**src/rtl/multicycle_control_fsm.sv**
```systemverilog
// ============================================================================
//  Module   : multicycle_control_fsm
//  Purpose  : Main control sequencer for the multicycle RV32I core.
//  Revision : 1.0
// ============================================================================
`default_nettype none

module multicycle_control_fsm #(
    parameter int OP_WIDTH     = 7,
    parameter int ALU_OP_WIDTH = 2
) (
    input  logic                    clk,
    input  logic                    rst_n,
    input  logic [OP_WIDTH-1:0]     op,
    input  logic                    zero,
    output logic                    PCWrite,
    output logic                    AdrSrc,
    output logic                    MemWrite,
    output logic                    IRWrite,
    output logic                    RegWrite,
    output logic [1:0]              ResultSrc,
    output logic [1:0]              ALUSrcA,
    output logic [1:0]              ALUSrcB,
    output logic [ALU_OP_WIDTH-1:0] ALUOp,
    output logic                    retire,
    output logic                    illegal
);

    typedef enum logic [3:0] {
        S_FETCH    = 4'd0,
        S_DECODE   = 4'd1,
        S_MEMADR   = 4'd2,
        S_MEMREAD  = 4'd3,
        S_MEMWB    = 4'd4,
        S_MEMWRITE = 4'd5,
        S_EXECR    = 4'd6,
        S_EXECI    = 4'd7,
        S_ALUWB    = 4'd8,
        S_JAL      = 4'd9,
        S_BEQ      = 4'd10,
        S_TRAP     = 4'd11
    } state_t;

    localparam logic [OP_WIDTH-1:0] c_OP_LOAD  = OP_WIDTH'(7'b0000011);
    localparam logic [OP_WIDTH-1:0] c_OP_STORE = OP_WIDTH'(7'b0100011);
    localparam logic [OP_WIDTH-1:0] c_OP_RTYPE = OP_WIDTH'(7'b0110011);
    localparam logic [OP_WIDTH-1:0] c_OP_ITYPE = OP_WIDTH'(7'b0010011);
    localparam logic [OP_WIDTH-1:0] c_OP_JAL   = OP_WIDTH'(7'b1101111);
    localparam logic [OP_WIDTH-1:0] c_OP_BEQ   = OP_WIDTH'(7'b1100011);

    state_t r_state;
    logic   r_illegal;

    always_ff @(posedge clk or negedge rst_n) begin
        if (!rst_n) begin
            r_state   <= S_FETCH;
            r_illegal <= 1'b0;
        end else begin
            case (r_state)
                S_FETCH:   r_state <= S_DECODE;
                S_DECODE: begin
                    case (op)
                        c_OP_LOAD, c_OP_STORE: r_state <= S_MEMADR;
                        c_OP_RTYPE:            r_state <= S_EXECR;
                        c_OP_ITYPE:            r_state <= S_EXECI;
                        c_OP_JAL:              r_state <= S_JAL;
                        c_OP_BEQ:              r_state <= S_BEQ;
                        default: begin
                            r_state   <= S_TRAP;
                            r_illegal <= 1'b1;
                        end
                    endcase
                end
                S_MEMADR:  r_state <= (op == c_OP_LOAD) ? S_MEMREAD : S_MEMWRITE;
                S_MEMREAD: r_state <= S_MEMWB;
                S_MEMWB, S_MEMWRITE, S_ALUWB, S_BEQ: r_state <= S_FETCH;
                S_EXECR, S_EXECI, S_JAL:             r_state <= S_ALUWB;
                S_TRAP:    r_state <= S_TRAP;
                default:   r_state <= S_FETCH;
            endcase
        end
    end

    logic                    w_pc_update;
    logic                    w_branch;
    logic                    w_adr_src;
    logic                    w_mem_write;
    logic                    w_ir_write;
    logic                    w_reg_write;
    logic [1:0]              w_result_src;
    logic [1:0]              w_alu_src_a;
    logic [1:0]              w_alu_src_b;
    logic [ALU_OP_WIDTH-1:0] w_alu_op;
    logic                    w_retire;

    always_comb begin
        w_pc_update  = 1'b0;
        w_branch     = 1'b0;
        w_adr_src    = 1'b0;
        w_mem_write  = 1'b0;
        w_ir_write   = 1'b0;
        w_reg_write  = 1'b0;
        w_result_src = 2'b00;
        w_alu_src_a  = 2'b00;
        w_alu_src_b  = 2'b00;
        w_alu_op     = '0;
        w_retire     = 1'b0;
        case (r_state)
            S_FETCH: begin
                w_ir_write   = 1'b1;
                w_alu_src_b  = 2'b10;
                w_result_src = 2'b10;
                w_pc_update  = 1'b1;
            end
            S_DECODE: begin
                w_alu_src_a = 2'b01;
                w_alu_src_b = 2'b01;
            end
            S_MEMADR: begin
                w_alu_src_a = 2'b10;
                w_alu_src_b = 2'b01;
            end
            S_MEMREAD: w_adr_src = 1'b1;
            S_MEMWB: begin
                w_result_src = 2'b01;
                w_reg_write  = 1'b1;
                w_retire     = 1'b1;
            end
            S_MEMWRITE: begin
                w_adr_src   = 1'b1;
                w_mem_write = 1'b1;
                w_retire    = 1'b1;
            end
            S_EXECR: begin
                w_alu_src_a = 2'b10;
                w_alu_op    = ALU_OP_WIDTH'(2'b10);
            end
            S_EXECI: begin
                w_alu_src_a = 2'b10;
                w_alu_src_b = 2'b01;
                w_alu_op    = ALU_OP_WIDTH'(2'b10);
            end
            S_ALUWB: begin
                w_reg_write = 1'b1;
                w_retire    = 1'b1;
            end
            S_JAL: begin
                w_alu_src_a = 2'b01;
                w_alu_src_b = 2'b10;
                w_pc_update = 1'b1;
            end
            S_BEQ: begin
                w_alu_src_a = 2'b10;
                w_alu_op    = ALU_OP_WIDTH'(2'b01);
                w_branch    = 1'b1;
                w_retire    = 1'b1;
            end
            default: ;
        endcase
    end

    // Reset holds the state at FETCH, so only the enables need gating here.
    assign PCWrite   = rst_n & (w_pc_update | (w_branch & zero));
    assign AdrSrc    = w_adr_src;
    assign MemWrite  = rst_n & w_mem_write;
    assign IRWrite   = rst_n & w_ir_write;
    assign RegWrite  = rst_n & w_reg_write;
    assign ResultSrc = w_result_src;
    assign ALUSrcA   = w_alu_src_a;
    assign ALUSrcB   = w_alu_src_b;
    assign ALUOp     = w_alu_op;
    assign retire    = rst_n & w_retire;
    assign illegal   = r_illegal;

endmodule

`default_nettype wire

```
**config.mk**
```make
export PLATFORM = sky130hd
export DESIGN_NAME = multicycle_control_fsm
export DESIGN_NICKNAME = d
export VERILOG_FILES = /design/src/rtl/multicycle_control_fsm.sv
export SDC_FILE = /design/constraint.sdc
export NUM_CORES = 1
export LEC_CHECK = 0
export ABC_AREA = 1
export ABC_CLOCK_PERIOD_IN_PS = 1520
export CORE_AREA = 8 8 45 47
export CTS_CLUSTER_DIAMETER = 80
export DETAILED_ROUTE_END_ITERATION = 10
export DIE_AREA = 0 0 53 55
export GPL_TIMING_DRIVEN = 0
export MAX_ROUTING_LAYER = met4
export PLACE_DENSITY = 0.85
export SLEW_MARGIN = 25
export SYNTH_ARGS = -nofsm -noshare
export SYNTH_HDL_FRONTEND = slang
export SYNTH_SLANG_ARGS = --single-unit
```
**constraint.sdc**
```tcl
create_clock -name clk -period 1.52 [get_ports clk]
set_input_delay 0.304 -clock clk [delete_from_list [all_inputs] [get_ports clk]]
set_output_delay 0.304 -clock clk [all_outputs]
set_load 0.005 [all_outputs]
```
Word-level counts from Yosys, hierarchy flattened
Cells that the tools add are included.
{"block": "word_totals", "register_bits": 5, "input_bits": 10, "output_inout_bits": 15}
{"block": "classes", "eq_ne": 17, "mux": 14, "bitwise_logic": 8, "reduce_logical": 13}
{"cell": "one-hot mux 4 bit (6 select lines)", "count": 1}
{"cell": "one-hot mux 4 bit (5 select lines)", "count": 1}
{"cell": "equality test 4 x 3 -> 1 bit (second input constant)", "count": 4}
{"cell": "equality test 4 bit (second input constant)", "count": 4}
{"cell": "one-hot mux 2 bit (2 select lines)", "count": 4}
{"cell": "equality test 7 x 6 -> 1 bit (second input constant)", "count": 2}
{"cell": "equality test 7 bit (second input constant)", "count": 2}
{"cell": "OR reduction 2 bit", "count": 6}
{"cell": "equality test 4 x 2 -> 1 bit (second input constant)", "count": 2}
{"cell": "OR reduction 4 bit", "count": 2}
{"cell": "equality test 7 x 2 -> 1 bit (second input constant)", "count": 1}
{"cell": "equality test 7 x 5 -> 1 bit (second input constant)", "count": 1}
{"cell": "two-way mux 1 bit", "count": 7}
{"cell": "AND 1 bit", "count": 6}
{"cell": "OR reduction 3 bit", "count": 2}
{"cell": "OR reduction 6 bit", "count": 1}
{"cell": "equality test 4 x 1 -> 1 bit (second input constant)", "count": 1}
{"cell": "logical NOT 4 bit", "count": 1}
{"cell": "two-way mux 3 bit", "count": 1}
{"cell": "AND reduction 2 bit", "count": 1}
{"cell": "NOT 1 bit", "count": 1}
{"cell": "bitwise OR 1 bit", "count": 1}

Logic depth before layout (Yosys ltp)
{"block": "depth", "depth_word": 5, "depth_mapped": 7, "ltp_nobuf": 7}

Least setup slack after synthesis
Ideal clock, no wire load.
{"block": "synth_path", "kind": "register -> output", "start": "reg r_state[0]", "end": "out PCWrite", "t_arrival_ns": 0.958, "required_time_ns": 1.216, "path_slack_ns": 0.258, "path_stages_with_launch": 6, "path_cell_list": "dfrtp_1 -> inv_2 -> nand2_1 -> nor2_1 -> nor2_2 -> a21oi_2"}
{"block": "synth_between", "elab_chain_len": 5, "word_cells_on_any_way": 9}
{"item": "from (decl)", "line": "51", "source": "state_t r_state;"}
{"item": "from (signal assigned)", "line": "74", "source": "S_MEMADR: r_state <= (op == c_OP_LOAD) ? S_MEMREAD : S_MEMWRITE;"}
{"item": "equality test 4 bit or logical NOT 4 bit (tied branches)", "line": "108", "source": "case (r_state)"}
{"item": "OR reduction 2 bit (no source line) or two-way mux 1 bit (tied branches)"}
{"item": "two-way mux 1 bit or AND 1 bit (tied branches)", "line": "108, 163"}
{"item": "bitwise OR 1 bit (*)", "line": "163", "source": "assign PCWrite = rst_n & (w_pc_update | (w_branch & zero));"}
{"item": "AND 1 bit (*)", "line": "163"}
{"item": "to (decl)", "line": "16", "source": "output logic PCWrite,"}
Every way passes the cells marked *; elsewhere a longest branch is shown, timed or not.

Worst setup path after layout
{"block": "layout_path", "start": "reg r_state[2]", "end": "out ALUSrcB[0]"}
{"block": "layout_between", "elab_chain_len": 3, "word_cells_on_any_way": 8}
{"item": "equality test 4 x 3 -> 1 bit, or another cell as far along", "line": "108"}
{"item": "OR reduction 3 bit (no source line) or OR reduction 2 bit (tied branches)"}
{"item": "one-hot mux 2 bit (2 select lines) (*)", "line": "108"}
{"item": "to (decl)", "line": "23", "source": "output logic [1:0] ALUSrcB,"}
Marks and branches as above.

==> metrics.md <==
| Metric | Value |
|---|---|
| CTS root buf | clkbuf_4 |
| Die H | 55 um |
| CP Class | flop to output pin |
| Critical Path RT | 1.22 ns |
| Setup TNS | -0.7342 ns |
| Most common cell in the netlist | nand2_1 |
| Largest net degree at the start of global routing | 7 |
| Clock tree buffer depth | 2 |
| Post-Syn Area | 476.7 um2 |
| Synth cell types | 14 |
| Yosys warns | 0 |
| Register Area | 127.6 um2 |
| Inserted Diodes | 0 |
| Antenna violations before repair | 0 |
| Post-synth EDFFs | 0 |
| # fillers | 111 |
| Clock slew at reported path FFs | 0.05 ns |
| Synthesis-to-finish area growth | 106.8% |
| CP endpoint kind | output pin |
| Max transition margin | 82.37% |
| FF+latch count, synth | 5 |
| Most used DFF post-synth | dfrtp_1 |
| Worst-skew pair later-pin latency | 0.25 ns |
| Leakage | 0.0005043 uW |
| I/O Pins | 25 |
| Initial Utilization | 34.45% |
| Row count | 14 |
| Antenna-violating nets left | 0 |
| Clock Skews | 0.004241 ns |
| HP Class | input pin to async pin |
| IO buf count | 24 |
| Status | finished, violations left |
| Setup violations, final | 9 |
| Failing checks | negative setup slack |
| Min Tclk post-route | 1.666 ns |
| Tcrit/Tclk final | 109.6% |
| Avg Synthesized Cell Area | 5.608 um2 |
| TritonCTS buffer count | 3 |
| CP startpoint kind | flop |
| Cells after Synth | 85 |
| Total grt overflow | 0 |
| GR Util All Layers | 13.95% |
| Drt pass-1 iters | 4 |
| Maximum VDD drop | 0.0009789 V |
| Post-Layout Cell Count | 148 |
| Maxcap violations | 0 |
| Post-route worst setup slack | -0.1462 ns |
| Layout cells sized above 1 | 53.03% |
| Horiz. Die Dim | 53 um |
| Most area-consuming cells after synthesis | dfrtp_1, nand2_1, nor2_1, inv_1, nand3_1 |
| Routability Congestion | 0.8022 |
| DR DRC count | 0 |
| Syn_nets | 95 |
| Iter 0 DRT Violations | 20 |
| Worst Tran Pin Value | 0.2644 ns |
| # H-tree levels | 1 |
| Hold buffers post-CTS | 0 |
| FFs w/ async S/R, synth | 100.0% |
| Share of the synthesized area in the top cell type | 26.25% |
| Critical Path AT | 1.36 ns |
| Dpl hpwl | 1129 um |
| Die area | 2915 um2 |
| Vias in the first global route | 712 |
| Setup repair after global routing missed its margin | true |
| Post-DR wirelength/cell | 13.81 um |
| Largest area contributor in the netlist | dfrtp_1 |
| Drt via density | 4.892 |
| Fin. max-slew vios | 0 |
| Placed Cells | 125 |
| TritonCTS clock tree | built |
| Final hold viol count | 0 |
| Minimum hold slack | 0.02182 ns |
| Post-synth top cells | nand2_1, nor2_1, inv_1 |
| First-pass GRT wire length | 2994 um |
| Crit path max fanout | 4 |
| Core region area | 1384 um2 |
| Sink Count | 5 |
| Fin nets | 143 |
| Via count | 724 |
| Routed wire length | 2044 um |
| Area of the multi-input gates | 409.1 um2 |
| Fmax | 600.2 MHz |
| Post-synthesis sequential area ratio | 26.25% |
| Power Density | 2030 nW/um2 |
-- cell usage in the layout, fill, tap and decap left out --
cell	count
clkbuf_1	1
a21oi_4	1
nand2_4	5
dlygate4sd2_1	1
a21oi_2	1
nand2_1	16
buf_6	8
clkdlybuf4s50_1	9
nor3_1	1
clkbuf_2	3
clkbuf_4	3
nand2_2	4
nor2_1	14
nand3_1	5
inv_2	7
buf_2	10
a21oi_1	4
buf_4	12
inv_4	1
inv_1	7
o211ai_1	1
o21ai_2	2
nand3_4	1
dfrtp_1	3
nor2_2	3
dfrtp_2	2
nor2_4	7
-- final timing paths --
kind,from,endpoint,slack (ns),cells past startpoint
worst max-delay path,r_state[2],ALUSrcB[0],-0.15,7
worst min-delay path,rst_n,r_state[1],0.02,1
worst max register to register,r_state[2],r_state[0],0.11,10
worst min register to register,illegal,illegal,0.46,2
max in group asynchronous,rst_n,r_state[3],1.27,1
min in group clk,illegal,illegal,0.46,2
-- repair_timing --
action | CTS | global route
setup endpoints to repair | 14 | 18
buffers inserted | 17 | 5
pin swaps | 8 | 8
gates resized for setup | 75 | 25
-- per-stage QoR --
step / setup slack, ns / utilization [%] / instance area [um2] / power (uW)
finish: -0.1462 / 71.25 / 985.9 / 2002
global route: -0.2006 / 71.25 / 985.9 / 2132
CTS: -0.1322 / 67.09 / 928.4 / 1742
detailed placement: -0.6299 / 53.25 / 737.0 / 1163
global placement: -0.5977 / 53.25 / 737.0 / 1145
floorplan: 0.2584 / - / 476.7 / 725.2
-- layer usage --
metal  vias to the layer above  wire, um  track usage (%)
li1                        355         -                -
met1                       326       759            12.56
met2                        37      1081            27.93
met3                         6       163            2.406
met4                         0        39            5.603
met5                         -         0                -
-- flip-flops by register name, indices dropped and copies added (netlist names) --
signal,cells
r_state,4
illegal,1
-- cell families (layout without fill, tap and decap cells) --
logic type	count (synthesis)	count (layout)	synth area share (%)
AO/OA/AOI/OAI	9	9	10.76
flip-flops	5	5	26.25
AND/OR/NAND/NOR	56	56	51.18
buffers and inverters	15	62	11.81
-- report_power, final --
part	internal, uW	total, uW	switching [uW]
Clock	99.9	164	64.1
Combinational	750	1560	808
Sequential	191	279	88.5
Total	1040	2000	961
-- critical path: stages (launching register included) --
cell and delay [ns]:
dfrtp_2 0.46, nor2_4 0.11, inv_2 0.06, buf_6 0.12, nor2_4 0.12, a21oi_4 0.05, o21ai_2 0.05, buf_2 0.13
-- area by class of cell --
class                      instances  share of cell area (%)
tap                               16                   2.030
multi-input combinational         65                   41.50
clock buffer                       4                   2.665
inverter                          15                   5.964
timing repair buffer              43                   34.90
sequential                         5                   12.94
Note: power is estimated with default switching activity, not from simulation.
==> edit (config.mk and constraints unchanged) <==
The 12 states of `state_t` get a Gray code encoding in 4 bits.
--- a/src/rtl/multicycle_control_fsm.sv
+++ b/src/rtl/multicycle_control_fsm.sv
@@ -27,18 +27,18 @@
 );
 
     typedef enum logic [3:0] {
-        S_FETCH    = 4'd0,
-        S_DECODE   = 4'd1,
-        S_MEMADR   = 4'd2,
-        S_MEMREAD  = 4'd3,
-        S_MEMWB    = 4'd4,
-        S_MEMWRITE = 4'd5,
-        S_EXECR    = 4'd6,
-        S_EXECI    = 4'd7,
-        S_ALUWB    = 4'd8,
-        S_JAL      = 4'd9,
-        S_BEQ      = 4'd10,
-        S_TRAP     = 4'd11
+        S_FETCH    = 4'b0000,
+        S_DECODE   = 4'b0001,
+        S_MEMADR   = 4'b0011,
+        S_MEMREAD  = 4'b0010,
+        S_MEMWB    = 4'b0110,
+        S_MEMWRITE = 4'b0111,
+        S_EXECR    = 4'b0101,
+        S_EXECI    = 4'b0100,
+        S_ALUWB    = 4'b1100,
+        S_JAL      = 4'b1101,
+        S_BEQ      = 4'b1111,
+        S_TRAP     = 4'b1110
     } state_t;
 
     localparam logic [OP_WIDTH-1:0] c_OP_LOAD  = OP_WIDTH'(7'b0000011);
Formal check against the unedited RTL: no difference found for any inputs over 10 cycles, from zero or initial values and one cycle with rst_n low; not proved beyond that.
==> edit against the unedited design <==
  * The flow still finishes with violations (negative setup slack)
  * Synthesized area down 3.1%
  * Critical path depth up 1
  * Wire length up 3.4%
  * Sequential power up 5%
  * Power down 13%
  * Cell area up 2.9%
  * Worst setup slack worse by 130 ps
  * Sequential cell count unchanged
  * Highest routed layer unchanged
==> edit: results (changes against the unedited design) <==
<table>
<tr><th>Metric</th><th>Value</th></tr>
<tr><th colspan="2">Timing</th></tr>
<tr><td>Clock tree skew after final layout</td><td>3.28 ps (-0.962 ps)</td></tr>
<tr><td>Setup violators final</td><td>12 (+3)</td></tr>
<tr><td>Relative max-transition margin</td><td>81.0% (-1.3 points)</td></tr>
<tr><td>Setup WS post-layout</td><td>-276 ps (-129 ps)</td></tr>
<tr><th colspan="2">Status</th></tr>
<tr><td>Status</td><td>finished with violations</td></tr>
<tr><td>Violations in the final reports</td><td>negative setup slack</td></tr>
<tr><th colspan="2">Logic synthesis</th></tr>
<tr><td>Count of unique library cells instantiated by Yosys</td><td>16 (+2)</td></tr>
<tr><td>Commonest cells post-synth</td><td>sky130_fd_sc_hd__nand2_1 (24), sky130_fd_sc_hd__inv_1 (13), sky130_fd_sc_hd__nor2_1 (13)</td></tr>
<tr><td>Proportion of synthesized chip area in sequential cells</td><td>27.1% (+0.85 points)</td></tr>
<tr><td>Top cells by area in the synthesized netlist</td><td>sky130_fd_sc_hd__dfrtp_1 (27%), sky130_fd_sc_hd__nand2_1 (20%), sky130_fd_sc_hd__inv_1 (11%), sky130_fd_sc_hd__nor2_1 (11%), sky130_fd_sc_hd__nand3_1 (8.7%)</td></tr>
<tr><td>Net count after synthesis</td><td>92 (-3.2%)</td></tr>
<tr><th colspan="2">Drt</th></tr>
<tr><td>Post-DR vias/cell</td><td>4.77 (-2.4%)</td></tr>
<tr><td>First DRT Iteration DRCs</td><td>24 (+20%)</td></tr>
<tr><th colspan="2">Global route</th></tr>
<tr><td>Gr usage total</td><td>15.8% (+1.8 points)</td></tr>
<tr><td>Via count of the first global-routing pass</td><td>750 (+5.3%)</td></tr>
<tr><td>Largest net degree at the start of global routing</td><td>8 (+1)</td></tr>
<tr><th colspan="2">Placed design</th></tr>
<tr><td>Global placement routability congestion</td><td>0.820 (+2.2%)</td></tr>
<tr><td>Dpl hpwl</td><td>1060 um (-6.6%)</td></tr>
<tr><td>Placed Area</td><td>722 um2 (-2.0%)</td></tr>
<tr><th colspan="2">Finish</th></tr>
<tr><td>Filler cell count in the final layout</td><td>112 (+0.90%)</td></tr>
<tr><td>Proportion of layout cells with a drive suffix above 1</td><td>49.6% (-3.4 points)</td></tr>
<tr><th colspan="2">Critical path</th></tr>
<tr><td>CP Max Fanout</td><td>3 (-1)</td></tr>
<tr><td>Data arrival time of the critical path</td><td>1490 ps (+130 ps)</td></tr>
<tr><td>Slowest stage cell on the critical path</td><td>sky130_fd_sc_hd__dfrtp_1</td></tr>
<tr><td>Maximum single-stage delay on the critical path</td><td>420 ps (-40 ps)</td></tr>
<tr><th colspan="2">Pwr</th></tr>
<tr><td>Maximum vdd drop</td><td>0.647 mV (-34%)</td></tr>
</table>
edit: repair_timing:
action,in CTS,in global routing
pin swaps,11,5
hold buffers,0,0
setup buffers,20,5
setup endpoints to repair,14,14
gates resized for setup,86,13
edit: final timing paths:
check / slack, ps / depth (start not counted) / endpoint / startpoint
worst max-delay path: -280 / 8 / PCWrite / r_state[0]
worst min-delay path: 10 / 1 / r_state[0] / rst_n
worst max register to register: 210 / 7 / r_state[1] / r_state[2]
worst min register to register: 470 / 2 / illegal / illegal
max in group asynchronous: 1270 / 1 / r_state[1] / rst_n
min in group clk: 470 / 2 / illegal / illegal
edit: area by class of cell:
class | count | area, um2 | share of cell area, %
flip-flops and latches | 5 | 129 | 12.7
clock buffers | 4 | 26.3 | 2.59
repair buffers | 49 | 409 | 40.3
multi-input cells | 61 | 368 | 36.3
well taps | 16 | 20.0 | 1.97
inverters | 16 | 62.6 | 6.17
edit: metal layers:
| layer | vias up | part of all wire, % | track usage (%) |
|---|---|---|---|
| met5 | - | 0 | - |
| met4 | 0 | 1.3 | 8.19 |
| met3 | 6 | 5.6 | 5.35 |
| met2 | 25 | 54 | 28.7 |
| met1 | 319 | 39 | 14.2 |
| li1 | 371 | - | - |
edit: cells by family (layout without fill, tap and decap cells):
family	count (synthesis)	count (layout)	synth area share [%]
AND/OR/NAND/NOR	53	53	49.9
buffers and inverters	16	69	13.0
AO/OA/AOI/OAI	8	8	10.0
flip-flops	5	5	27.1
edit: power by group through the flow:
stage	Combinational (mW)	Sequential, mW	Clock (mW)
after floorplan	0.360	0.235	0
after global placement	0.704	0.244	0
after detailed placement	0.708	0.247	0
after CTS	1.10	0.272	0.157
after global routing	1.40	0.293	0.168
final	1.30	0.292	0.153
edit: through the flow:
stage                     setup TNS [ps]  hold WS (ps)  instances
after detailed placement           -3720           449        122
after CTS                           -813          6.20        146
after global routing               -2240          31.7        151
final                              -1520          10.5        151
after global placement             -3480           459        122
after floorplan                        0          8.41         82
edit: critical path, delay by kind of cell, from the launching register on:
kind                   cells  cell delay (ps)
AOI/OAI and AO/OA          1              120
buffers and inverters      4              490
DFF                        1              420
and+or+nand+nor            3              210
